`config.mk`:
```
export PLATFORM = sky130hd
export DESIGN_NAME = butterfly3
export DESIGN_NICKNAME = d
export VERILOG_FILES = /design/src/rtl/butterfly3.sv
export SDC_FILE = /design/constraint.sdc
export NUM_CORES = 2
export LEC_CHECK = 0
export CORE_AREA = 2 2 405 407
export CTS_CLUSTER_DIAMETER = 120
export DETAILED_ROUTE_END_ITERATION = 10
export DIE_AREA = 0 0 407 409
export PLACE_DENSITY_LB_ADDON = 0.25
export RECOVER_POWER = 50
export SYNTH_ARGS = -nofsm -noshare
export SYNTH_HDL_FRONTEND = slang
export SYNTH_SLANG_ARGS = --single-unit
```
`constraint.sdc`:
```
create_clock -name clk -period 4.65 [get_ports clk]
set_input_delay 0.93 -clock clk [delete_from_list [all_inputs] [get_ports clk]]
set_output_delay 0.93 -clock clk [all_outputs]
set_load 0.02 [all_outputs]
```
`src/rtl/butterfly3.sv`:
```
// -----------------------------------------------------------------------------
// butterfly3 - third and final radix-2 stage of the 8-point DIT FFT datapath.
//
// The block takes the eight stage-2 points d1..d8 and applies the W8 twiddles
// W0..W3 to the lower half d5..d8. It then forms the final add/subtract pairs
// (1,5) (2,6) (3,7) (4,8), which leave the block in natural order.
//
// The pipeline has two register stages, with no backpressure:
//   stage A : holds d1..d4 as they arrive, plus the twiddled t5..t8, and vA.
//   stage B : holds the x1..x8 sums and differences, the ready pulse and the
//             frame counter.
//
// Ports
//   clk                         rising-edge clock
//   rst_n                       asynchronous reset, active low
//   butterfly2_ready            input frame valid (one pulse per frame)
//   fft_dK_real/imag  (K=1..8)  signed stage-2 results, `instWidth bits
//   fft_xK_real/imag_o(K=1..8)  registered FFT outputs, `instWidth bits
//   butterfly3_ready            one-cycle output valid pulse per frame
//   fft_frame_cnt               completed-frame counter, wraps 255 -> 0
//
// Configuration
//   BUTTERFLY3_ROUND_EN  When this is defined, the t6/t8 twiddle products use
//                        round-half-up, (v + 128) >>> 8. When it is undefined,
//                        they use floor, v >>> 8. Latency and interface are
//                        the same in both builds.
// -----------------------------------------------------------------------------
`ifndef instWidth
`define instWidth 32
`endif

module butterfly3 (
  input  logic                          clk,
  input  logic                          rst_n,
  input  logic                          butterfly2_ready,
  input  logic signed [`instWidth-1:0]  fft_d1_real,
  input  logic signed [`instWidth-1:0]  fft_d1_imag,
  input  logic signed [`instWidth-1:0]  fft_d2_real,
  input  logic signed [`instWidth-1:0]  fft_d2_imag,
  input  logic signed [`instWidth-1:0]  fft_d3_real,
  input  logic signed [`instWidth-1:0]  fft_d3_imag,
  input  logic signed [`instWidth-1:0]  fft_d4_real,
  input  logic signed [`instWidth-1:0]  fft_d4_imag,
  input  logic signed [`instWidth-1:0]  fft_d5_real,
  input  logic signed [`instWidth-1:0]  fft_d5_imag,
  input  logic signed [`instWidth-1:0]  fft_d6_real,
  input  logic signed [`instWidth-1:0]  fft_d6_imag,
  input  logic signed [`instWidth-1:0]  fft_d7_real,
  input  logic signed [`instWidth-1:0]  fft_d7_imag,
  input  logic signed [`instWidth-1:0]  fft_d8_real,
  input  logic signed [`instWidth-1:0]  fft_d8_imag,
  output logic signed [`instWidth-1:0]  fft_x1_real_o,
  output logic signed [`instWidth-1:0]  fft_x1_imag_o,
  output logic signed [`instWidth-1:0]  fft_x2_real_o,
  output logic signed [`instWidth-1:0]  fft_x2_imag_o,
  output logic signed [`instWidth-1:0]  fft_x3_real_o,
  output logic signed [`instWidth-1:0]  fft_x3_imag_o,
  output logic signed [`instWidth-1:0]  fft_x4_real_o,
  output logic signed [`instWidth-1:0]  fft_x4_imag_o,
  output logic signed [`instWidth-1:0]  fft_x5_real_o,
  output logic signed [`instWidth-1:0]  fft_x5_imag_o,
  output logic signed [`instWidth-1:0]  fft_x6_real_o,
  output logic signed [`instWidth-1:0]  fft_x6_imag_o,
  output logic signed [`instWidth-1:0]  fft_x7_real_o,
  output logic signed [`instWidth-1:0]  fft_x7_imag_o,
  output logic signed [`instWidth-1:0]  fft_x8_real_o,
  output logic signed [`instWidth-1:0]  fft_x8_imag_o,
  output logic                          butterfly3_ready,
  output logic [7:0]                    fft_frame_cnt
);

  localparam int W     = `instWidth;
  localparam int PW    = W + 10;   // width of the twiddle product
  localparam int TW_Q8 = 181;      // 1/sqrt(2) in Q8

  typedef logic signed [W-1:0] samp_t;

  // Gather the inputs into arrays. Index 0 is d1.
  samp_t d_re [8];
  samp_t d_im [8];

  assign d_re[0] = fft_d1_real;  assign d_im[0] = fft_d1_imag;
  assign d_re[1] = fft_d2_real;  assign d_im[1] = fft_d2_imag;
  assign d_re[2] = fft_d3_real;  assign d_im[2] = fft_d3_imag;
  assign d_re[3] = fft_d4_real;  assign d_im[3] = fft_d4_imag;
  assign d_re[4] = fft_d5_real;  assign d_im[4] = fft_d5_imag;
  assign d_re[5] = fft_d6_real;  assign d_im[5] = fft_d6_imag;
  assign d_re[6] = fft_d7_real;  assign d_im[6] = fft_d7_imag;
  assign d_re[7] = fft_d8_real;  assign d_im[7] = fft_d8_imag;

  // Stage A state. Entries 0..3 hold d1..d4 and entries 4..7 hold t5..t8.
  samp_t a_re_q [8];
  samp_t a_im_q [8];
  samp_t a_re_d [8];
  samp_t a_im_d [8];
  logic  va_q, va_d;

  // Stage B state. Entry k holds x(k+1).
  samp_t x_re_q [8];
  samp_t x_im_q [8];
  samp_t x_re_d [8];
  samp_t x_im_d [8];
  logic       rdy_q, rdy_d;
  logic [7:0] cnt_q, cnt_d;

  // Multiply a W+1 bit sum by 1/sqrt(2) in Q8. The product needs PW bits, so
  // it cannot overflow.
  function automatic logic signed [PW-1:0] mul_tw(input logic signed [W:0] s);
    return PW'(s) * PW'(TW_Q8);
  endfunction

  // Drop the Q8 fraction. Negative values floor toward -inf; they do not
  // truncate toward zero.
  function automatic samp_t sh(input logic signed [PW-1:0] v);
`ifdef BUTTERFLY3_ROUND_EN
    logic signed [PW-1:0] v_rnd;
    v_rnd = v + PW'(128);
    return W'(v_rnd >>> 8);
`else
    return W'(v >>> 8);
`endif
  endfunction

  // Form the r+i and i-r terms one bit wider than a sample, so they never
  // overflow.
  logic signed [W:0] s6_sum, s6_dif, s8_sum, s8_dif;

  assign s6_sum = (W+1)'(d_re[5]) + (W+1)'(d_im[5]);
  assign s6_dif = (W+1)'(d_im[5]) - (W+1)'(d_re[5]);
  assign s8_sum = (W+1)'(d_re[7]) + (W+1)'(d_im[7]);
  assign s8_dif = (W+1)'(d_im[7]) - (W+1)'(d_re[7]);

  // Stage A: capture the upper half and twiddle the lower half.
  always_comb begin
    for (int k = 0; k < 8; k++) begin
      a_re_d[k] = a_re_q[k];
      a_im_d[k] = a_im_q[k];
    end
    va_d = butterfly2_ready;
    if (butterfly2_ready) begin
      // d1..d4 pass straight through, and so does t5 = d5 (W0).
      for (int k = 0; k < 5; k++) begin
        a_re_d[k] = d_re[k];
        a_im_d[k] = d_im[k];
      end
      // t6 = d6 * W1
      a_re_d[5] = sh(mul_tw(s6_sum));
      a_im_d[5] = sh(mul_tw(s6_dif));
      // t7 = -j * d7. This is exact, so no multiply is needed.
      a_re_d[6] = d_im[6];
      a_im_d[6] = -d_re[6];
      // t8 = d8 * W3. Negate before the shift: floor(-v) is not -floor(v).
      a_re_d[7] = sh(mul_tw(s8_dif));
      a_im_d[7] = sh(-mul_tw(s8_sum));
    end
  end

  // Stage B: final butterflies. The sums wrap modulo 2^W.
  always_comb begin
    for (int k = 0; k < 8; k++) begin
      x_re_d[k] = x_re_q[k];
      x_im_d[k] = x_im_q[k];
    end
    rdy_d = va_q;
    cnt_d = cnt_q;
    if (va_q) begin
      for (int k = 0; k < 4; k++) begin
        x_re_d[k]     = a_re_q[k] + a_re_q[k+4];
        x_im_d[k]     = a_im_q[k] + a_im_q[k+4];
        x_re_d[k + 4] = a_re_q[k] - a_re_q[k+4];
        x_im_d[k + 4] = a_im_q[k] - a_im_q[k+4];
      end
      cnt_d = cnt_q + 8'd1;
    end
  end

  always_ff @(posedge clk or negedge rst_n) begin
    if (!rst_n) begin
      for (int k = 0; k < 8; k++) begin
        a_re_q[k] <= '0;
        a_im_q[k] <= '0;
        x_re_q[k] <= '0;
        x_im_q[k] <= '0;
      end
      va_q  <= 1'b0;
      rdy_q <= 1'b0;
      cnt_q <= 8'd0;
    end else begin
      for (int k = 0; k < 8; k++) begin
        a_re_q[k] <= a_re_d[k];
        a_im_q[k] <= a_im_d[k];
        x_re_q[k] <= x_re_d[k];
        x_im_q[k] <= x_im_d[k];
      end
      va_q  <= va_d;
      rdy_q <= rdy_d;
      cnt_q <= cnt_d;
    end
  end

  assign fft_x1_real_o = x_re_q[0];  assign fft_x1_imag_o = x_im_q[0];
  assign fft_x2_real_o = x_re_q[1];  assign fft_x2_imag_o = x_im_q[1];
  assign fft_x3_real_o = x_re_q[2];  assign fft_x3_imag_o = x_im_q[2];
  assign fft_x4_real_o = x_re_q[3];  assign fft_x4_imag_o = x_im_q[3];
  assign fft_x5_real_o = x_re_q[4];  assign fft_x5_imag_o = x_im_q[4];
  assign fft_x6_real_o = x_re_q[5];  assign fft_x6_imag_o = x_im_q[5];
  assign fft_x7_real_o = x_re_q[6];  assign fft_x7_imag_o = x_im_q[6];
  assign fft_x8_real_o = x_re_q[7];  assign fft_x8_imag_o = x_im_q[7];

  assign butterfly3_ready = rdy_q;
  assign fft_frame_cnt    = cnt_q;

endmodule

```
==> flow_summary.toml <==
[timing]
tns_ps = -207340
setup_ws_ps = -2326
hold_viol_final = 0
maxSlewHeadroom = -0.8446
tightest_slew_ps = 2767
min_period_over_period = 1.500
clock_skew_ps = 77.19
slew_viol_final = 868
fmax_mhz = 143.3
rsz0062_at_grt = "yes"
setup_viol = 128
period_needed_ps = 6976

[logic_synthesis]
synth_area_per_cell_um2 = 9.203
syn_area_um2 = 88790
synth_area_leaders = "dfrtp_1 (29%), ha_1 (17%), fa_1 (8.9%)"
synth_ff_type = "dfrtp_1"
synth_area_leader_cell = "dfrtp_1"
ys_warn_count = 0
netlist_instances = 9648
synth_edf_count = 0
ys_seq_elements = 1026
ys_types = 89
syn_nets = 11756
ys_async_sr_fraction = 1.000
yosysSeqAreaShare = 0.2891
synth_top_area_frac = 0.2891

[cts]
cts_tree = "built"
cts.sinks = 1026
clk_pin_slew_worst_paths_ps = 60
h-tree-depth = 3
cts_root_buf = "clkbuf_16"
insertion_delay_ps = 810
cts-buffers-inserted = 118
cts_max_path_buffers = 3

[worst_setup_path]
arrival_ps = 7590
critPathCaptureType = "register"
start_kind = "primary input"
crit_path_top_delay_cell = "or4_4"
reg2reg_slack_ps = 340
critical_path.max_stage_delay_ps = 470
crit_required_ps = 5260
cp_max_fo = 3
cpMostUsedCell = "buf_4"
criticalPathCategory = "in -> reg"

[floorplan]
io_pins = 1036
placementRows = 148
die_y_um = 409
initial_core_util = 0.5480
coreArea_um2 = 162000
die_area_um2 = 166500
dieWidth_um = 407

[hold_path]
hp-class = "reg -> reg"

[route]
first_pass_iters = 7
met3_length_um = 24520
ant_nets = 0
wl_per_cell_um = 22.80
top_layer = "met5"
wl_met2_um = 142600
wl_met1_um = 123600
drt-initial-drc-count = 6131
wl_um = 315100
via_per_inst = 5.690
drc = 0
vias = 78658

[layout]
layout_common_cells = "inv_1 (1228), ha_1 (1082), dfrtp_1 (1026)"
synthToLayoutAreaGrowth_pct = 32.58
fin_nets = 13628
layout_commonest_cell = "inv_1"
drive_gt1_frac = 0.2121

[grt]
overflow = 0
grt_pass1_vias = 79641
grt_pass1_wl_um = 470500
grt_max_degree = 154
antenna_found_initial = 43
track_usage = 0.3673

[run_status]
violations = "max-capacitance violations, max-slew violations, negative setup slack"
status = "complete, but fails checks"

[placement]
hpwl_um = 250800
port_buffers = 1035
place.gp.congestion = 1.000

[run]
drv_cap = 12
==> metrics by stage <==
| stage | instances | instance area [µm²] | worst slack, ps | hold WS [ps] | utilization |
|---|---|---|---|---|---|
| floorplan | 9648 | 90220 | -2504 | 351.9 | - |
| global placement | 13442 | 109300 | -3590 | 464.2 | 0.6746 |
| detailed placement | 13442 | 109300 | -3665 | 471.6 | 0.6746 |
| CTS | 13749 | 115800 | -2323 | 5.093 | 0.7146 |
| global route | 13813 | 117700 | -2512 | 502.7 | 0.7264 |
| finish | 13823 | 117700 | -2326 | 483.1 | 0.7265 |
==> cells in the mapped netlist, drive strengths merged (13+ instances only) <==
cell and count:
a21boi 20, and2 24, and3 47, o31ai 67, or2 28, a311oi 17
o211ai 40, nand2 445, nor3 186, or4 18, nand4 35, a211o 20
inv 1293, dfrtp 1026, a31oi 82, mux2 434, or3 64, xnor2 518
o21a 66, fa 394, mux2i 33, nand3b 14, o21bai 162, nor2 741
o21ai 547, xor2 129, a21oi 815, nor3b 13, nor2b 80, o2111ai 14
nor4 40, nand2b 100, a31o 18, a221oi 15, o41ai 23, buf 55
a2111oi 24, a21o 169, nand3 111, ha 1199, clkbuf 333, a211oi 48
==> metal layers <==
layer  global-route usage  vias up
met1               0.4542    38573
li1                     -    36430
met3              0.08114      771
met4               0.2407       36
met5                    0        -
met2               0.5767     2848
==> worst paths after layout <==
check,from,end,cells after the start
worst max-delay path,fft_d6_imag[0],a_im_q[95],39
worst min-delay path,fft_x6_imag_o[28],fft_x6_imag_o[28],2
worst max register to register,rdy_d,fft_x7_imag_o[31],4
worst min register to register,fft_x6_imag_o[28],fft_x6_imag_o[28],2
max in group asynchronous,rst_n,fft_x1_imag_o[20],3
min in group asynchronous,rst_n,fft_x6_imag_o[8],1
==> cell families (layout without fill, tap and decap cells) <==
kind of cell | Yosys count | after routing | synth area share
flops | 1026 | 1026 | 0.2891
simple gates | 1974 | 1974 | 0.1034
other cells | 0 | 24 | 0
mux | 467 | 467 | 0.05880
compound gates | 2255 | 2255 | 0.1553
fa+ha+maj | 1593 | 1593 | 0.2578
buf+inv | 1686 | 3662 | 0.07174
xor+xnor | 647 | 647 | 0.06382
==> registers in the layout, indices dropped and copies added, names as in the netlist, 32 cells and up <==
signal / flops
a_im_q: 256
a_re_q: 256
fft_x1_imag_o: 32
fft_x1_real_o: 32
fft_x2_imag_o: 32
fft_x2_real_o: 32
fft_x3_imag_o: 32
fft_x3_real_o: 32
fft_x4_imag_o: 32
fft_x4_real_o: 32
==> critical path, delay by kind of cell <==
family	cells	cell delay, ps
compound gates	9	1450
xor+xnor	2	290
fa+ha+maj	5	1710
buf+inv	20	2310
mux	1	250
simple gates	2	640
==> repair_timing <==
action / 4_1_cts / 5_1_grt
hold buffers: 0 / 0
setup buffers: 86 / 62
setup endpoints to repair: 128 / 128
resized for setup: 436 / 394
pin swaps: 299 / 293
==> final cells by class <==
type / instances / area [µm²]
Antenna cell: 24 / 60.06
Clock buffer: 152 / 3281
Clock inverter: 72 / 1092
Fill cell: 11877 / 44310
Inverter: 1298 / 4940
Multi-Input combinational cell: 6936 / 61090
Sequential cell: 1026 / 25670
Tap cell: 2175 / 2721
Timing Repair Buffer: 2140 / 18860
Power is left out: the tool's default activity adds up to more than one toggle a clock period on the data nets, which glitch-free logic cannot reach.
